## src/rtl/cache_mem_arbiter_if.sv

```systemverilog
// Cache-side request/refill signals and the shared main-memory port of the
// refill arbiter; master is the arbiter's view, slave the caches'/memory's view.
interface cache_mem_arbiter_if #(
  parameter int BLOCK_WORDS = 4,
  parameter int ADDR_W      = 32,
  parameter int DATA_W      = 32
);
  localparam int BEAT_W = $clog2(BLOCK_WORDS);

  logic              ic_req;
  logic [ADDR_W-1:0] ic_addr;
  logic [DATA_W-1:0] ic_rdata;
  logic              ic_rvalid;
  logic              ic_done;
  logic              ic_stall;

  logic              dc_req;
  logic              dc_we;
  logic [ADDR_W-1:0] dc_addr;
  logic [DATA_W-1:0] dc_wdata;
  logic [BEAT_W-1:0] dc_beat;
  logic [DATA_W-1:0] dc_rdata;
  logic              dc_rvalid;
  logic              dc_done;
  logic              dc_stall;

  logic              mem_req;
  logic              mem_we;
  logic [ADDR_W-1:0] mem_addr;
  logic [DATA_W-1:0] mem_wdata;
  logic [DATA_W-1:0] mem_rdata;
  logic              mem_ready;

  modport master (
    input  ic_req, ic_addr, dc_req, dc_we, dc_addr, dc_wdata, mem_rdata, mem_ready,
    output ic_rdata, ic_rvalid, ic_done, ic_stall,
           dc_beat, dc_rdata, dc_rvalid, dc_done, dc_stall,
           mem_req, mem_we, mem_addr, mem_wdata
  );

  modport slave (
    output ic_req, ic_addr, dc_req, dc_we, dc_addr, dc_wdata, mem_rdata, mem_ready,
    input  ic_rdata, ic_rvalid, ic_done, ic_stall,
           dc_beat, dc_rdata, dc_rvalid, dc_done, dc_stall,
           mem_req, mem_we, mem_addr, mem_wdata
  );
endinterface

```

## src/rtl/cache_mem_arbiter.sv

```systemverilog
// Round-robin arbiter sharing one memory port between I-cache refills and
// D-cache refills/writebacks, each served as a BLOCK_WORDS-beat burst.
//
// state    | meaning
// IDLE     | no burst; requests sampled, winner latched on exit
// BURST_IC | I-cache refill beats in flight
// BURST_DC | D-cache refill or writeback beats in flight
// DONE     | one-cycle done pulse to the granted side, requests ignored
module cache_mem_arbiter #(
  parameter int BLOCK_WORDS = 4,
  parameter int ADDR_W      = 32,
  parameter int DATA_W      = 32
) (
  input  logic                 clk,
  input  logic                 rst,
  cache_mem_arbiter_if.master  bus
);
  localparam int BEAT_W = $clog2(BLOCK_WORDS);
  localparam int OFF_W  = $clog2(BLOCK_WORDS * 4);
  localparam logic [BEAT_W-1:0] LAST_BEAT = BEAT_W'(BLOCK_WORDS - 1);

  typedef enum logic [1:0] {IDLE, BURST_IC, BURST_DC, DONE} state_t;

  state_t            state;
  state_t            state_nxt;
  logic [BEAT_W-1:0] beat;
  logic              last_dc;
  logic [ADDR_W-1:0] base;
  logic              we_q;
  logic              bursting;
  logic              grant;
  logic              done_ic;
  logic              done_dc;

  assign bursting = (state == BURST_IC) || (state == BURST_DC);
  assign grant    = (state == IDLE) && (state_nxt != IDLE);

  always_ff @(posedge clk) begin
    if (rst) state <= IDLE;
    else     state <= state_nxt;
  end

  always_comb begin
    state_nxt = state;
    case (state)
      IDLE: begin
        // On a tie the side that did not win last time goes first.
        if (bus.ic_req && bus.dc_req) state_nxt = last_dc ? BURST_IC : BURST_DC;
        else if (bus.ic_req)          state_nxt = BURST_IC;
        else if (bus.dc_req)          state_nxt = BURST_DC;
      end
      BURST_IC, BURST_DC: begin
        if (bus.mem_ready && (beat == LAST_BEAT)) state_nxt = DONE;
      end
      DONE:    state_nxt = IDLE;
      default: state_nxt = IDLE;
    endcase
  end

  always_ff @(posedge clk) begin
    if (rst) begin
      beat    <= '0;
      last_dc <= 1'b0;
      base    <= '0;
      we_q    <= 1'b0;
    end else if (grant) begin
      beat    <= '0;
      last_dc <= (state_nxt == BURST_DC);
      if (state_nxt == BURST_DC) begin
        base <= {bus.dc_addr[ADDR_W-1:OFF_W], {OFF_W{1'b0}}};
        we_q <= bus.dc_we;
      end else begin
        base <= {bus.ic_addr[ADDR_W-1:OFF_W], {OFF_W{1'b0}}};
        we_q <= 1'b0;
      end
    end else if (bursting && bus.mem_ready) begin
      beat <= beat + 1'b1;
    end
  end

  always_comb begin
    done_ic = (state == DONE) && !last_dc;
    done_dc = (state == DONE) && last_dc;

    bus.mem_req   = bursting;
    bus.mem_we    = bursting && we_q;
    bus.mem_addr  = bursting ? (base + (ADDR_W'(beat) << 2)) : '0;
    bus.mem_wdata = ((state == BURST_DC) && we_q) ? bus.dc_wdata : '0;

    bus.ic_rvalid = (state == BURST_IC) && bus.mem_ready;
    bus.ic_rdata  = bus.ic_rvalid ? bus.mem_rdata : '0;
    bus.ic_done   = done_ic;
    bus.ic_stall  = bus.ic_req && !done_ic;

    bus.dc_rvalid = (state == BURST_DC) && !we_q && bus.mem_ready;
    bus.dc_rdata  = bus.dc_rvalid ? bus.mem_rdata : '0;
    bus.dc_beat   = (state == BURST_DC) ? beat : '0;
    bus.dc_done   = done_dc;
    bus.dc_stall  = bus.dc_req && !done_dc;
  end
endmodule

```

## src/flat_wrapper.sv

```systemverilog
// flat-port wrapper written by rule: the top's interface ports become plain ports
module cache_mem_arbiter_flat 
#(
  parameter int BLOCK_WORDS = 4,
  parameter int ADDR_W      = 32,
  parameter int DATA_W      = 32
)
  (clk, rst, bus_ic_req, bus_ic_addr, bus_dc_req, bus_dc_we, bus_dc_addr, bus_dc_wdata, bus_mem_rdata, bus_mem_ready, bus_ic_rdata, bus_ic_rvalid, bus_ic_done, bus_ic_stall, bus_dc_beat, bus_dc_rdata, bus_dc_rvalid, bus_dc_done, bus_dc_stall, bus_mem_req, bus_mem_we, bus_mem_addr, bus_mem_wdata);
  cache_mem_arbiter_if #(.BLOCK_WORDS(BLOCK_WORDS), .ADDR_W(ADDR_W), .DATA_W(DATA_W)) bus_i ();
  input  logic clk;
  input  logic rst;
  input wire logic [$bits(bus_i.ic_req)-1:0] bus_ic_req;
  input wire logic [$bits(bus_i.ic_addr)-1:0] bus_ic_addr;
  input wire logic [$bits(bus_i.dc_req)-1:0] bus_dc_req;
  input wire logic [$bits(bus_i.dc_we)-1:0] bus_dc_we;
  input wire logic [$bits(bus_i.dc_addr)-1:0] bus_dc_addr;
  input wire logic [$bits(bus_i.dc_wdata)-1:0] bus_dc_wdata;
  input wire logic [$bits(bus_i.mem_rdata)-1:0] bus_mem_rdata;
  input wire logic [$bits(bus_i.mem_ready)-1:0] bus_mem_ready;
  output wire logic [$bits(bus_i.ic_rdata)-1:0] bus_ic_rdata;
  output wire logic [$bits(bus_i.ic_rvalid)-1:0] bus_ic_rvalid;
  output wire logic [$bits(bus_i.ic_done)-1:0] bus_ic_done;
  output wire logic [$bits(bus_i.ic_stall)-1:0] bus_ic_stall;
  output wire logic [$bits(bus_i.dc_beat)-1:0] bus_dc_beat;
  output wire logic [$bits(bus_i.dc_rdata)-1:0] bus_dc_rdata;
  output wire logic [$bits(bus_i.dc_rvalid)-1:0] bus_dc_rvalid;
  output wire logic [$bits(bus_i.dc_done)-1:0] bus_dc_done;
  output wire logic [$bits(bus_i.dc_stall)-1:0] bus_dc_stall;
  output wire logic [$bits(bus_i.mem_req)-1:0] bus_mem_req;
  output wire logic [$bits(bus_i.mem_we)-1:0] bus_mem_we;
  output wire logic [$bits(bus_i.mem_addr)-1:0] bus_mem_addr;
  output wire logic [$bits(bus_i.mem_wdata)-1:0] bus_mem_wdata;
  assign bus_i.ic_req = bus_ic_req;
  assign bus_i.ic_addr = bus_ic_addr;
  assign bus_i.dc_req = bus_dc_req;
  assign bus_i.dc_we = bus_dc_we;
  assign bus_i.dc_addr = bus_dc_addr;
  assign bus_i.dc_wdata = bus_dc_wdata;
  assign bus_i.mem_rdata = bus_mem_rdata;
  assign bus_i.mem_ready = bus_mem_ready;
  assign bus_ic_rdata = bus_i.ic_rdata;
  assign bus_ic_rvalid = bus_i.ic_rvalid;
  assign bus_ic_done = bus_i.ic_done;
  assign bus_ic_stall = bus_i.ic_stall;
  assign bus_dc_beat = bus_i.dc_beat;
  assign bus_dc_rdata = bus_i.dc_rdata;
  assign bus_dc_rvalid = bus_i.dc_rvalid;
  assign bus_dc_done = bus_i.dc_done;
  assign bus_dc_stall = bus_i.dc_stall;
  assign bus_mem_req = bus_i.mem_req;
  assign bus_mem_we = bus_i.mem_we;
  assign bus_mem_addr = bus_i.mem_addr;
  assign bus_mem_wdata = bus_i.mem_wdata;
  cache_mem_arbiter #(.BLOCK_WORDS(BLOCK_WORDS), .ADDR_W(ADDR_W), .DATA_W(DATA_W)) u_core (.clk(clk), .rst(rst), .bus(bus_i));
endmodule
```

## config.mk

```make
export PLATFORM = sky130hd
export DESIGN_NAME = cache_mem_arbiter_flat
export DESIGN_NICKNAME = d
export VERILOG_FILES = /design/src/rtl/cache_mem_arbiter_if.sv /design/src/rtl/cache_mem_arbiter.sv /design/src/flat_wrapper.sv
export SDC_FILE = /design/constraint.sdc
export NUM_CORES = 1
export LEC_CHECK = 0
export BUFFER_PORTS_ARGS = -buffer_cell sky130_fd_sc_hd__buf_2
export CAP_MARGIN = 20
export CORE_MARGIN = 2
export CORE_UTILIZATION = 26
export DETAILED_ROUTE_END_ITERATION = 10
export GPL_TIMING_DRIVEN = 0
export PLACE_DENSITY = 0.75
export SYNTH_ARGS = -nofsm -noshare
export SYNTH_HDL_FRONTEND = slang
export SYNTH_SLANG_ARGS = --single-unit
```

## constraint.sdc

```tcl
create_clock -name clk -period 1.61 [get_ports clk]
set_input_delay 0.161 -clock clk [delete_from_list [all_inputs] [get_ports clk]]
set_output_delay 0.161 -clock clk [all_outputs]
set_load 0.1 [all_outputs]
```

==> impl_metrics.env <==
export IMPL_fmax_mhz=535.3
export IMPL_antenna_found_initial=2
export IMPL_setup_ws_ns=-0.2581
export IMPL_synth_top_area_share_pct=25.33
export IMPL_crit_fanout=5
export IMPL_grt_setup_unrepaired="yes"
export IMPL_postSynthAreaPerCell_um2=7.465
export IMPL_fin_crit_sh_pct=116.0
export IMPL_yosysUniqueCellTypes=31
export IMPL_cap_violations=0
export IMPL_power_switching_uw=3626
export IMPL_r2r_slack_ns=-0.08
export IMPL_instances_no_fill=799
export IMPL_placementRows=37
export IMPL_dp_hpwl_um=9704
export IMPL_clock_skew_ns=0.006910
export IMPL_htreeDepth=2
export IMPL_comb_power_share_pct=74.1
export IMPL_top_usage_layer="met2"
export IMPL_die_w_um=105.7
export IMPL_power_internal_uw=3680
export IMPL_initial_core_util_pct=26.39
export IMPL_drive_above_1_share_pct=76.55
export IMPL_async_flop_share_pct=0
export IMPL_yosysTopAreaCell="dfxtp_1"
export IMPL_required_ns=1.45
export IMPL_grt_max_degree=12
export IMPL_ys_seq_elements=34
export IMPL_synth_commonest_cells="and2_1 (69), and3_1 (64), nand2_1 (61)"
export IMPL_setup_tns_ns=-19.41
export IMPL_reg2reg_depth=7
export IMPL_cp_start_kind="flip-flop"
export IMPL_met1_usage_pct=29.58
export IMPL_tritoncts="built"
export IMPL_synth_edff_count=0
export IMPL_root_buffer="clkbuf_8"
export IMPL_drt_total_wl_um=17470
export IMPL_routabilityCongestion=0.8844
export IMPL_grt_usage_pct=29.16
export IMPL_clock_power_share_pct=9.5
export IMPL_routedWlPerCell_um=21.86
export IMPL_switching_share_pct=49.63
export IMPL_status="complete, but fails checks"
export IMPL_synth_ff_type="dfxtp_1"
export IMPL_cts_made_buffers=5
export IMPL_cts_buffer_depth=2
export IMPL_r2r_end="u_core.base[19]$_SDFFE_PP0P_"
export IMPL_synth_most_common_cell="and2_1"
export IMPL_cts_clk_slew_worst_paths_ns=0.07
export IMPL_insertion_delay_ns=0.29
export IMPL_drt_pass1_iterations=4
export IMPL_arrival_ns=1.71
export IMPL_ant_nets=0
export IMPL_holdPathStages=2
export IMPL_vias=4123
export IMPL_dieArea_um2=11170
export IMPL_holdBufCountCts=0
export IMPL_first_global_vias=4451
export IMPL_fin_util_pct=72.68
export IMPL_period_needed_ns=1.868
export IMPL_die_y_um=105.7
export IMPL_area_growth_pct=175.4
export IMPL_hold_violations=0
export IMPL_slew_violations=0
export IMPL_worstHoldStart="rst"
export IMPL_io_buffers=261
export IMPL_cts_sinks=34
export IMPL_pre_cts_ws_ns=-0.5875
export IMPL_fp_coreArea_um2=10180
export IMPL_grt_overflow=0
export IMPL_fillCellCount=679
export IMPL_dp_cells=758
export IMPL_leakagePower_uw=0.003379
export IMPL_crit_type="reg -> out"
export IMPL_power_uw=7306
export IMPL_grt_pass1_wl_um=25290
export IMPL_yosysWarningCount=0
export IMPL_synthCells=360
export IMPL_ir_worst_vdd_mv=0.8280
export IMPL_pin_count=272
export IMPL_via_per_inst=5.160
export IMPL_setup_viol=156
export IMPL_ys_top_cells_by_area="dfxtp_1 (25%), and2_1 (16%), and3_1 (15%)"
export IMPL_hold_end="u_core.state[1]$_SDFF_PP0_"
export IMPL_met3_usage_pct=9.462
export IMPL_power_density_nw_per_um2=987.0
export IMPL_syn_cell_area_um2=2688
export IMPL_worstHoldPathType="in -> reg"
export IMPL_violations="negative setup slack"
export IMPL_power_frac_seq_pct=16.5
export IMPL_seq_area_frac_synth_pct=25.33
export IMPL_r2r_start="u_core.state[1]$_SDFF_PP0_"
export IMPL_nNetsFinal=799
export IMPL_worstSetupEndpointType="primary output"
export IMPL_remaining_drc_errors=0
export IMPL_drtIter0Drc=210
export IMPL_met2_usage_pct=51.61
[placed cells by master (no fill, tap or decap), types with 2 or more instances in the layout]
cell and instances:
a21oi_1 2, clkbuf_4 4, clkbuf_2 8, buf_12 135
and3_1 2, buf_2 127, clkbuf_16 5, and3_2 31
o211ai_1 8, o211ai_2 20, nor2b_4 2, dfxtp_4 2
dfxtp_1 31, nor2_4 2, buf_8 14, nand2_1 59
nand4_1 28, inv_1 3, inv_4 3, and2_4 67
diode_2 2, buf_6 23, and2b_1 2, nand2_4 2
buf_16 3, nor2_1 3, clkbuf_1 3, ha_4 2
clkbuf_8 6, and3_4 31, conb_1 2, buf_4 10
ha_2 2
[metrics by stage]
| step | hold slack, ns | area, µm² |
|---|---|---|
| finish | 0.08626 | 7402 |
| global route | 0.07796 | 7402 |
| CTS | 0.07544 | 7196 |
| detailed placement | 0.3668 | 4502 |
| global placement | 0.3639 | 4502 |
| floorplan | 0.2236 | 3025 |
[layout make-up]
type | instances | area (µm²) | area share, %
Antenna cell | 2 | 5.005 | 0.06761
Inverter | 5 | 23.77 | 0.3212
Tap cell | 136 | 170.2 | 2.299
Clock inverter | 2 | 11.26 | 0.1521
Clock buffer | 6 | 82.58 | 1.116
Sequential cell | 34 | 689.4 | 9.314
Multi-Input combinational cell | 282 | 2248 | 30.38
Timing Repair Buffer | 297 | 3797 | 51.30
Buffer | 35 | 374.1 | 5.054
[worst max path at each step]
| stage | start | to | slack (ns) | depth (start not counted) |
|---|---|---|---|---|
| 5_1_grt | u_core.state[0]$_SDFF_PP0_ | bus_dc_rdata[13] | -0.29 | 8 |
| 4_1_cts | u_core.state[0]$_SDFF_PP0_ | bus_dc_rdata[14] | -0.26 | 8 |
| 3_5_place_dp | u_core.state[0]$_SDFF_PP0_ | bus_dc_rdata[20] | -0.59 | 7 |
| 3_3_place_gp | u_core.state[0]$_SDFF_PP0_ | bus_dc_rdata[21] | -0.59 | 7 |
| 6_report | u_core.state[0]$_SDFF_PP0_ | bus_dc_rdata[13] | -0.26 | 8 |
| 2_1_floorplan | u_core.state[1]$_SDFF_PP0_ | u_core.base[16]$_SDFFE_PP0P_ | -0.23 | 8 |
[state kept, by name (all words and copies together), names as in the netlist]
signal / flops
u_core.base: 28
u_core.beat: 2
u_core.state: 2
u_core.last_dc: 1
u_core.we_q: 1
[worst max-delay path, cell delays in order, from the launching register on]
cell and delay, ns:
dfxtp_4 0.36, inv_4 0.07, ha_4 0.15, nand2_4 0.05, nor2_4 0.16, buf_6 0.16, buf_8 0.11, and2_4 0.16
buf_12 0.17
[power groups by stage]
stage	clock, µW	sequential [µW]	combinational [µW]
after floorplan	0	1180	3000
after global placement	0	1210	3630
after detailed placement	0	1220	3650
after CTS	714	1190	5160
after global routing	743	1230	5610
final	693	1200	5410
[routing by layer]
layer,up-vias,share of wire (%)
li1,1849,-
met4,0,6.8
met3,84,8.9
met1,1932,34
met5,-,0
met2,258,50
[kinds of logic (layout without fill, tap and decap cells)]
group | count (synthesis) | in the layout | synth area share, %
AND/OR/NAND/NOR | 236 | 236 | 48.88
buffers and inverters | 45 | 345 | 8.007
AO/OA/AOI/OAI | 38 | 38 | 14.99
flip-flops | 34 | 34 | 25.33
adder cells (fa/ha/maj) | 5 | 5 | 2.328
other | 1 | 4 | 0.1395
XOR/XNOR | 1 | 1 | 0.3259
[timing repair]
action                                  in CTS  in global routing
endpoints found under the setup margin     164                167
pin swaps                                  100                 18
gates resized for setup                    619                 77
setup buffers                               20                  6
cloned                                      12                  1
(Power assumes the default switching activity.)
